`src/rtl/hazard_ctrl.sv`:
```
// Hazard detection and forwarding control for the in-order pipeline, placed beside ID.
// Tracks in-flight writers in EX..WB and produces stall, bubble, forwarding selects and perf counters.
`timescale 1ns/1ps
module hazard_ctrl #(
    parameter int NSTAGES      = 3,
    parameter int RIDX_W       = 5,
    parameter int FWD_EN       = 1,
    parameter int LOAD_LAT     = 1,
    parameter int FLUSH_STAGES = 1,
    parameter int CNT_W        = 16,
    localparam int SEL_W       = $clog2(NSTAGES + 1)
) (
    input  logic              clk,
    input  logic              rst_n,
    input  logic              id_valid,
    input  logic [RIDX_W-1:0] id_rs1_idx,
    input  logic              id_rs1_used,
    input  logic [RIDX_W-1:0] id_rs2_idx,
    input  logic              id_rs2_used,
    input  logic [RIDX_W-1:0] id_rd_idx,
    input  logic              id_reg_wr,
    input  logic              id_rd_mem,
    input  logic              flush,
    output logic              stall,
    output logic              id_ex_bubble,
    output logic [SEL_W-1:0]  fwd_a_sel,
    output logic [SEL_W-1:0]  fwd_b_sel,
    output logic [CNT_W-1:0]  stall_cnt,
    output logic [CNT_W-1:0]  flush_cnt
);

    logic [NSTAGES-1:0] valid_q, valid_d;
    logic [NSTAGES-1:0] wr_q, wr_d;
    logic [NSTAGES-1:0] load_q, load_d;
    logic [RIDX_W-1:0]  rd_q [NSTAGES];
    logic [RIDX_W-1:0]  rd_d [NSTAGES];
    logic [CNT_W-1:0]   stall_cnt_q, stall_cnt_d;
    logic [CNT_W-1:0]   flush_cnt_q, flush_cnt_d;

    logic [NSTAGES-1:0] match_a, match_b, haz_stage;
    logic               hazard;
    logic               load_unused;

    // The oldest slot's load flag is never consulted; keep it for a uniform shift.
    assign load_unused = ^load_q;

    genvar gi;
    generate
        for (gi = 0; gi < NSTAGES; gi++) begin : g_stage
            assign match_a[gi] = id_valid & id_rs1_used & valid_q[gi] & wr_q[gi]
                               & (rd_q[gi] == id_rs1_idx) & (id_rs1_idx != '0);
            assign match_b[gi] = id_valid & id_rs2_used & valid_q[gi] & wr_q[gi]
                               & (rd_q[gi] == id_rs2_idx) & (id_rs2_idx != '0);
            if (FWD_EN != 0) begin : g_fwd
                // A load is only a hazard while its data is not yet forwardable.
                if (gi < LOAD_LAT) begin : g_ld
                    assign haz_stage[gi] = load_q[gi] & (match_a[gi] | match_b[gi]);
                end else begin : g_nold
                    assign haz_stage[gi] = 1'b0;
                end
            end else begin : g_nofwd
                // WB is excluded: the register file writes through.
                if (gi < NSTAGES - 1) begin : g_chk
                    assign haz_stage[gi] = match_a[gi] | match_b[gi];
                end else begin : g_wb
                    assign haz_stage[gi] = 1'b0;
                end
            end
        end
    endgenerate

    assign hazard       = |haz_stage;
    assign stall        = hazard & ~flush;
    assign id_ex_bubble = stall | flush | ~id_valid;
    assign stall_cnt    = stall_cnt_q;
    assign flush_cnt    = flush_cnt_q;

    // Priority select: scanning oldest to youngest lets the youngest match win.
    always_comb begin
        fwd_a_sel = '0;
        fwd_b_sel = '0;
        for (int k = NSTAGES - 1; k >= 0; k--) begin
            if (match_a[k]) fwd_a_sel = SEL_W'(k + 1);
            if (match_b[k]) fwd_b_sel = SEL_W'(k + 1);
        end
        if ((FWD_EN == 0) || stall) begin
            fwd_a_sel = '0;
            fwd_b_sel = '0;
        end
    end

    always_comb begin
        valid_d    = '0;
        wr_d       = '0;
        load_d     = '0;
        valid_d[0] = id_valid & ~stall & ~flush;
        wr_d[0]    = id_reg_wr;
        load_d[0]  = id_rd_mem;
        rd_d[0]    = id_rd_idx;
        for (int k = 1; k < NSTAGES; k++) begin
            valid_d[k] = valid_q[k-1] & ~(flush & (k < FLUSH_STAGES));
            wr_d[k]    = wr_q[k-1];
            load_d[k]  = load_q[k-1];
            rd_d[k]    = rd_q[k-1];
        end
    end

    always_comb begin
        stall_cnt_d = stall_cnt_q;
        flush_cnt_d = flush_cnt_q;
        if (stall && (stall_cnt_q != {CNT_W{1'b1}})) stall_cnt_d = stall_cnt_q + CNT_W'(1);
        if (flush && (flush_cnt_q != {CNT_W{1'b1}})) flush_cnt_d = flush_cnt_q + CNT_W'(1);
    end

    always_ff @(posedge clk or negedge rst_n) begin
        if (!rst_n) begin
            valid_q     <= '0;
            wr_q        <= '0;
            load_q      <= '0;
            stall_cnt_q <= '0;
            flush_cnt_q <= '0;
            for (int k = 0; k < NSTAGES; k++) rd_q[k] <= '0;
        end else begin
            valid_q     <= valid_d;
            wr_q        <= wr_d;
            load_q      <= load_d;
            stall_cnt_q <= stall_cnt_d;
            flush_cnt_q <= flush_cnt_d;
            for (int k = 0; k < NSTAGES; k++) rd_q[k] <= rd_d[k];
        end
    end

endmodule
```
`config.mk`:
```
export PLATFORM = sky130hd
export DESIGN_NAME = hazard_ctrl
export DESIGN_NICKNAME = d
export VERILOG_FILES = /design/src/rtl/hazard_ctrl.sv
export SDC_FILE = /design/constraint.sdc
export NUM_CORES = 1
export LEC_CHECK = 0
export BUFFER_PORTS_ARGS = -buffer_cell sky130_fd_sc_hd__buf_2
export CORE_MARGIN = 2
export CORE_UTILIZATION = 54
export DETAILED_ROUTE_END_ITERATION = 10
export PLACE_DENSITY = 0.77
export SYNTH_ARGS = -nofsm -noshare
export SYNTH_HDL_FRONTEND = slang
export SYNTH_SLANG_ARGS = --single-unit
```
`constraint.sdc`:
```
create_clock -name clk -period 2.8 [get_ports clk]
set_input_delay 0.84 -clock clk [delete_from_list [all_inputs] [get_ports clk]]
set_output_delay 0.84 -clock clk [all_outputs]
set_load 0.02 [all_outputs]
```
== Word-level counts from Yosys, hierarchy flattened ==
Index checks and enable logic that the tools add are counted.

* ROM bits: 0
* Bits of input ports: 23
* Memories: 0
* Flip-flop bits (word level): 54
* Latch bits: 0
* Logic and storage cells: 66
* Output and inout bits: 38
* RAM bits: 0

* Multiply operators: 0
* Bitwise operators: 36
* Eq/ne operators: 8
* Shift operators: 0
* Magnitude comparators: 0
* Add/sub/neg operators: 2
* Divide/modulo/power cells: 0
* Reductions and logical operators: 4
* Multiplexer cells: 8

{| class="wikitable"
|+ Operator list
! cell !! number
|-
| $add A16 B1 Y16 const B || 2
|-
| $ne A16 B16 Y1 const B || 2
|-
| $and A1 B1 Y1 || 30
|-
| $eq A5 B5 Y1 || 6
|-
| $mux W2 || 8
|-
| $reduce_bool A5 Y1 || 2
|-
| $not A1 Y1 || 3
|-
| $or A1 B1 Y1 || 3
|-
| $logic_and A1 B1 Y1 || 2
|}

== Logic depth before layout (Yosys ltp) ==
Gate-level depths: netlist of run 1.

* Depth after elaboration: 11
* Depth in mapped cells: 7
* Mapped depth without buffers: 6

== Worst setup path after synthesis of run 1 ==
No wires, ideal clock.

* Path kind: input port to output port
* From: input port id_rs2_idx[0]
* To: output port fwd_b_sel[0]
* Data required time: 1.960 ns
* Path buffers: 0
* Arrival: 2.274 ns
* Setup slack: -0.314 ns
* Stages: 5
* Cells stage by stage: xnor2_1 -> nand4_1 -> or4_1 -> a21oi_1 -> a21oi_1

* Word-level cells in the longest chain between the ends: 7
* Elaborated cells on any way between the ends: 17
* Classes of those cells: eq/ne (3); mux (4); bitwise (9); reduce/logical (1)

{| class="wikitable"
|+ Ends and longest elaborated chain
! what !! RTL line !! text
|-
| start: declaration || 18 || <nowiki>input logic [RIDX_W-1:0] id_rs2_idx,</nowiki>
|-
| $eq A5 B5 Y1 || 53 || <nowiki>& (rd_q[gi] == id_rs2_idx) & (id_rs2_idx != '0);</nowiki>
|-
| $and A1 B1 Y1 || 53 ||
|-
| $and A1 B1 Y1 * || 53 ||
|-
| $or A1 B1 Y1 * || 57 || <nowiki>assign haz_stage[gi] = load_q[gi] & (match_a[gi] | match_b[gi]);</nowiki>
|-
| $and A1 B1 Y1 * || 57 ||
|-
| $and A1 B1 Y1 * || 73 || <nowiki>assign stall = hazard & ~flush;</nowiki>
|-
| net stall || 24 || <nowiki>output logic stall,</nowiki>
|-
| $mux W2 * || 86 || <nowiki>if ((FWD_EN == 0) || stall) begin</nowiki>
|-
| end: declaration || 27 || <nowiki>output logic [SEL_W-1:0] fwd_b_sel,</nowiki>
|}

The timed path passes the listed nets; every way through them passes the cells marked *.

== Final worst setup path of run 1 ==
* From: input port id_rs2_idx[0]
* To: output port fwd_b_sel[0]

* Word-level cells in the longest chain between the ends: 7
* Elaborated cells on any way between the ends: 17
* Classes of those cells: eq/ne (3); mux (4); bitwise (9); reduce/logical (1)

{| class="wikitable"
|+ Ends and longest elaborated chain
! what !! RTL line
|-
| $eq A5 B5 Y1 || 53
|-
| $and A1 B1 Y1 (2 in series) || 53
|-
| $mux W2 or $or A1 B1 Y1 (tied branches) || 84, 57
|-
| $mux W2 or $and A1 B1 Y1 (tied branches) || 84, 57
|-
| $mux W2 or $and A1 B1 Y1 (tied branches) || 84, 73
|-
| $mux W2 * || 86
|}

Every way passes the cells marked *; elsewhere a longest branch is shown, timed or not.

==> run metrics, run 1 <==
routed vias=2183; Cell Area, Placed=3221 µm²; vias in the first global route=2158; Routed WL per cell=17.47 µm; Fin Hold WS=0.3800 ns; clock skew=0.007346 ns; fin cells=390; worst vdd ir=0.0004813 V; most frequent cell after synthesis=dfrtp_1; area of the multi-input gates=1528 µm²; CTS sink cnt=54; Die X=74.19 µm; Pwr Density=492.6 nW/µm²; synth cell count leaders=dfrtp_1, xnor2_1, xor2_1; library cells used by synthesis=40; FFs w/ async S/R, synth=100.0%; CTS tree=built; Gate Count Post-Synth=234; Hold Crit Class=flop to flop; Placed Cells incl. Taps=375; critical path class=input pin to output port; critical path data required time=1.96 ns; full die area=5503 µm²; clock latency on the worst-skew pair=0.31 ns; maximum capacitance violations=0; Clk pin slew, worst setup/hold paths=0.09 ns; ratio of cells with drive above 1 in the final layout=42.41%; Place WS=-0.2932 ns; Post-Syn Nets=259; sequential area share after synthesis=50.80%; cell taking the most area after synthesis=dfrtp_1; Core ar.=4723 µm²; Finished Core Util=79.15%; crit end category=output port; DRC=0; # rows=25; static leakage=1.807 nW; Worst Tran Pin Value=0.5588 ns; post-route ant nets=0; Yosys warnings=0; predominant post-synthesis flop cell=dfrtp_1; WL final=6814 µm; CTS Buf Count=5; DR vias/cell=5.597; #FFs+latches synth=54; Setup TNS=-1.261 ns; H-tree Lvls=2; Die Y=74.19 µm; Initial DRT Pass Iterations=4; largest cells by area after synthesis=dfrtp_1, xnor2_1, xor2_1, nand4_1, nand2_1; Max-slew headroom=62.66%; Antenna Diode Count=0; sequential cell area=1351 µm²; fin crit share=109.6%; Final nets=347; top-area cell type share of the netlist area=50.80%; synthesized area per cell=11.37 µm²; largest net degree at the start of global routing=27; Area growth syn-to-layout=40.55%; Clock Tree Root=clkbuf_8; final setup fails=6; port bufs=60; initial antenna violation count=0; first-pass GRT wire length=10470 µm; RSZ-0062 raised after global routing=true; DRT iter0 DRCs=92; critical path data arrival time=2.23 ns; # fillers=277; Worst Path Max Fanout=4; final hold viol count=0; fin. max-slew vios=0; overall power=1.841 mW; global-route usage over all layers=25.34%; grt ovf=0; Max Freq=0.3257 GHz; Post-Syn Area=2660 µm²; IO Count=61; Initial Util=56.32%; min cycle time layout=3.070 ns; failing checks=setup timing; GPL Wtd Cong=0.9210; crit path launch type=input pin; Design Area, Final=3739 µm²; number of flops mapped to enable cells by yosys=0; outcome=complete, but fails checks; PnR worst setup slack=-0.2701 ns; post-DP HPWL=4449 µm; Max clock buf depth=2
-- power by group --
group | total [mW] | internal (mW) | switching [mW] | leakage (nW)
Sequential | 0.931 | 0.846 | 0.0856 | 0.690
Combinational | 0.394 | 0.185 | 0.208 | 1.07
Clock | 0.517 | 0.266 | 0.251 | 0.0504
Total | 1.84 | 1.30 | 0.545 | 1.81
-- kinds of logic (layout without fill, tap and decap cells) --
kind of cell               after synthesis  after routing  synth area share, %
buffers and inverters                    6             95                1.176
muxes                                    2              2               0.8466
and+or+nand+nor                         96             96                21.73
DFF                                     54             54                50.80
adders and majority gates                2              2               0.9406
xor gates and xnor gates                60             60                19.76
AOI/OAI and AO/OA                       14             14                4.751
-- layer usage --
layer | vias up | track usage [%] | wire length, µm
met5 | - | 0 | 0
met4 | 0 | 11.31 | 180
met3 | 17 | 4.878 | 507
met2 | 90 | 39.98 | 3386
met1 | 1066 | 34.29 | 2739
li1 | 1010 | - | -
-- critical path: stages --
cell and delay (ns):
buf_12 0.11, xnor2_2 0.14, nand4_1 0.18, or4_4 0.58
a21oi_4 0.20, a21oi_4 0.04, buf_6 0.13
-- path summary, 6_finish.rpt --
| check | start | end | slack (ns) | cells after the start |
|---|---|---|---|---|
| worst max-delay path | id_rs2_idx[0] | fwd_b_sel[0] | -0.27 | 7 |
| worst min-delay path | valid_q[1] | valid_q[2] | 0.38 | 0 |
| worst max register to register | rd_d[8] | stall_cnt[1] | 0.48 | 8 |
| worst min register to register | valid_q[1] | valid_q[2] | 0.38 | 0 |
| max in group asynchronous | rst_n | stall_cnt[2] | 1.82 | 2 |
| min in group asynchronous | rst_n | rd_q[4] | 0.39 | 1 |
-- what timing repair did --
action,4_1_cts,5_1_grt
gates resized for setup,70,5
setup endpoints to repair,6,6
hold buffers,0,0
pin swaps,28,1
buffers inserted,8,0
-- registers in the layout (all words and copies together) (netlist names) --
signal and flops:
rd_q 5, wr_q 3, flush_cnt 16, load_q 1, stall_cnt 16, valid_q 3, rd_d 10
-- area by class of cell --
type | instances | share of cell area [%]
clock inverter | 3 | 1.205
timing repair buffer | 85 | 17.50
sequential | 54 | 36.14
inverter | 2 | 0.2008
clock buffer | 5 | 1.841
multi-input combinational | 174 | 40.86
tap | 67 | 2.242
-- layout by cell type (no fill, tap or decap), types with 3 or more instances in the layout --
cell type,count
xnor2_1,18
or3_1,3
and3_1,3
buf_8,6
nand2_1,16
nor3_1,9
or4_4,3
dfrtp_1,54
xnor2_2,15
buf_12,3
nor2_1,6
buf_6,11
nand3_1,9
nor4_2,3
buf_4,22
nand4_1,15
xor2_1,25
buf_2,43
clkbuf_8,5
nor4_1,6
Power figures use the tool's default switching activity.
==> inputs of run 2 (changes only) <==
- CORE_UTILIZATION: 54 -> 48
- PLACE_DENSITY: 0.77 -> 0.72
- clock period: 2.8 -> 2.7 ns (I/O delays scaled with it)
==> run 2 against run 1 <==
Compared with the run above:
- first-iteration DRC count increased by 26%
- via count decreased by 4.5%
- clock power fell by 3%
- sequential cell count did not move
- the flow still finishes with violations (setup timing)
- cell count is 0.77% higher
- critical path type unchanged
- global-route usage is 5.0 points lower
- non-clock buffer count is 2 lower
- setup slack got worse by 0.022 ns
- worst hold slack worse by 0.0011 ns
- cell area down 2.3%
==> run metrics, run 2 (synthesized netlist as in run 1, its figures left out) <==
initial antenna violation count=0; post-route ant nets=0; grt ovf=0; port bufs=60; maximum capacitance violations=0; outcome=complete, but fails checks; min cycle time layout=2.992 ns; FF-to-FF Start=rd_d[6]; worst vdd ir=0.0004282 V; Worst Reg-to-Reg Cells=7; Die Y=78.45 µm; routed vias=2085; worst reg2reg setup slack=0.49 ns; most frequent cells in the layout=dfrtp_1, buf_2, xor2_1; crit path from=id_rs2_idx[0]; vias in the first global route=2063; Area growth syn-to-layout=37.25%; CTS Buf Count=5; full die area=6154 µm²; WL final=5941 µm; Initial Util=48.91%; # rows=27; clock latency on the worst-skew pair=0.30 ns; final hold viol count=0; DRC=0; Max-slew headroom=63.74%; global-route usage over all layers=20.30%; clock skew=0.004615 ns; first-pass GRT wire length=9770 µm; Initial DRT Pass Iterations=4; commonest non-fill, non-tap cell in the layout=dfrtp_1; critical path data arrival time=2.18 ns; FF-to-FF End=stall_cnt[1]; DRT iter0 DRCs=116; critical path data required time=1.89 ns; critical path class=input pin to output port; IO Count=61; Design Area, Final=3651 µm²; Clk pin slew, worst setup/hold paths=0.09 ns; static leakage=1.762 nW; Routed WL per cell=15.12 µm; Die X=78.45 µm; Cell Area, Placed=3224 µm²; Worst Tran Pin Value=0.5438 ns; Clock Tree Root=clkbuf_8; PnR worst setup slack=-0.2924 ns; Antenna Diode Count=0; crit end category=output port; Max Freq=0.3342 GHz; DR vias/cell=5.305; Max clock buf depth=2; CTS sink cnt=54; Pwr Density=506.2 nW/µm²; CTS tree=built; H-tree Lvls=2; largest net degree at the start of global routing=32; fin. max-slew vios=0; GPL Wtd Cong=0.8278; failing checks=setup timing; crit path to=fwd_b_sel[0]; RSZ-0062 raised after global routing=true; fin crit share=110.8%; Core ar.=5439 µm²; Final nets=345; final setup fails=6; ratio of cells with drive above 1 in the final layout=40.50%; crit path launch type=input pin; Hold Crit Class=flop to flop; Worst Path Max Fanout=4; Setup TNS=-1.400 ns; post-DP HPWL=4395 µm
-- run 2: changes by cell type in the layout (fill, tap and decap cells not counted), sizes merged --
cell	before	now
buf	85	83
clkbuf	5	8
bufinv	1	0
clkinvlp	2	0
-- run 2: layout make-up --
class                   count  area (µm²)
fillers                   425        1788
multi-input cells         174        1476
flip-flops and latches     54        1351
repair buffers             83       615.6
clock buffers               8       110.1
well taps                  72       90.09
inverters                   2       7.507
-- run 2: repair_timing --
action | CTS | global route
hold buffers | 0 | 0
pin swaps | 20 | 7
resized for setup | 52 | 8
buffers inserted | 5 | 2
setup endpoints to repair | 6 | 6
-- run 2: power breakdown --
part	internal [mW]	leakage (nW)	switching, mW	total (mW)
Combinational	0.181	1.01	0.203	0.384
Sequential	0.877	0.690	0.0840	0.961
Clock	0.259	0.0575	0.244	0.503
-- run 2: through the flow --
stage | power, mW | hold slack [ns] | util (%) | worst slack (ns) | instances
3_5_place_dp | 1.320 | 0.3591 | 59.28 | -0.3395 | 378
6_report | 1.848 | 0.3789 | 67.13 | -0.2924 | 393
2_1_floorplan | 1.164 | 0.3535 | - | -0.04862 | 234
3_3_place_gp | 1.310 | 0.3575 | 59.28 | -0.3126 | 378
5_1_grt | 1.940 | 0.3865 | 67.13 | -0.3526 | 393
4_1_cts | 1.864 | 0.3803 | 66.00 | -0.2267 | 391
-- run 2: worst min-delay path by stage --
stage / cells after the start / endpoint / startpoint / slack (ns)
detailed placement: 0 / wr_q[2] / wr_q[1] / 0.36
global placement: 0 / valid_q[2] / valid_q[1] / 0.36
CTS: 0 / wr_q[2] / wr_q[1] / 0.38
finish: 0 / wr_q[2] / wr_q[1] / 0.38
floorplan: 0 / wr_q[2] / wr_q[1] / 0.35
global route: 0 / wr_q[2] / wr_q[1] / 0.39
-- run 2: worst max-delay path: stages --
cell and delay [ns]:
buf_8 0.11, xnor2_2 0.14, nand4_1 0.15, or4_4 0.57
a21oi_4 0.23, a21oi_4 0.04, buf_6 0.13
-- run 2: routing by layer --
layer / up-vias / global-route usage [%] / wire length, µm
met5: - / 0 / 0
met4: 0 / 5.965 / 97
met3: 9 / 4.253 / 218
met2: 46 / 33.28 / 2912
met1: 1026 / 27.40 / 2712
li1: 1004 / - / -
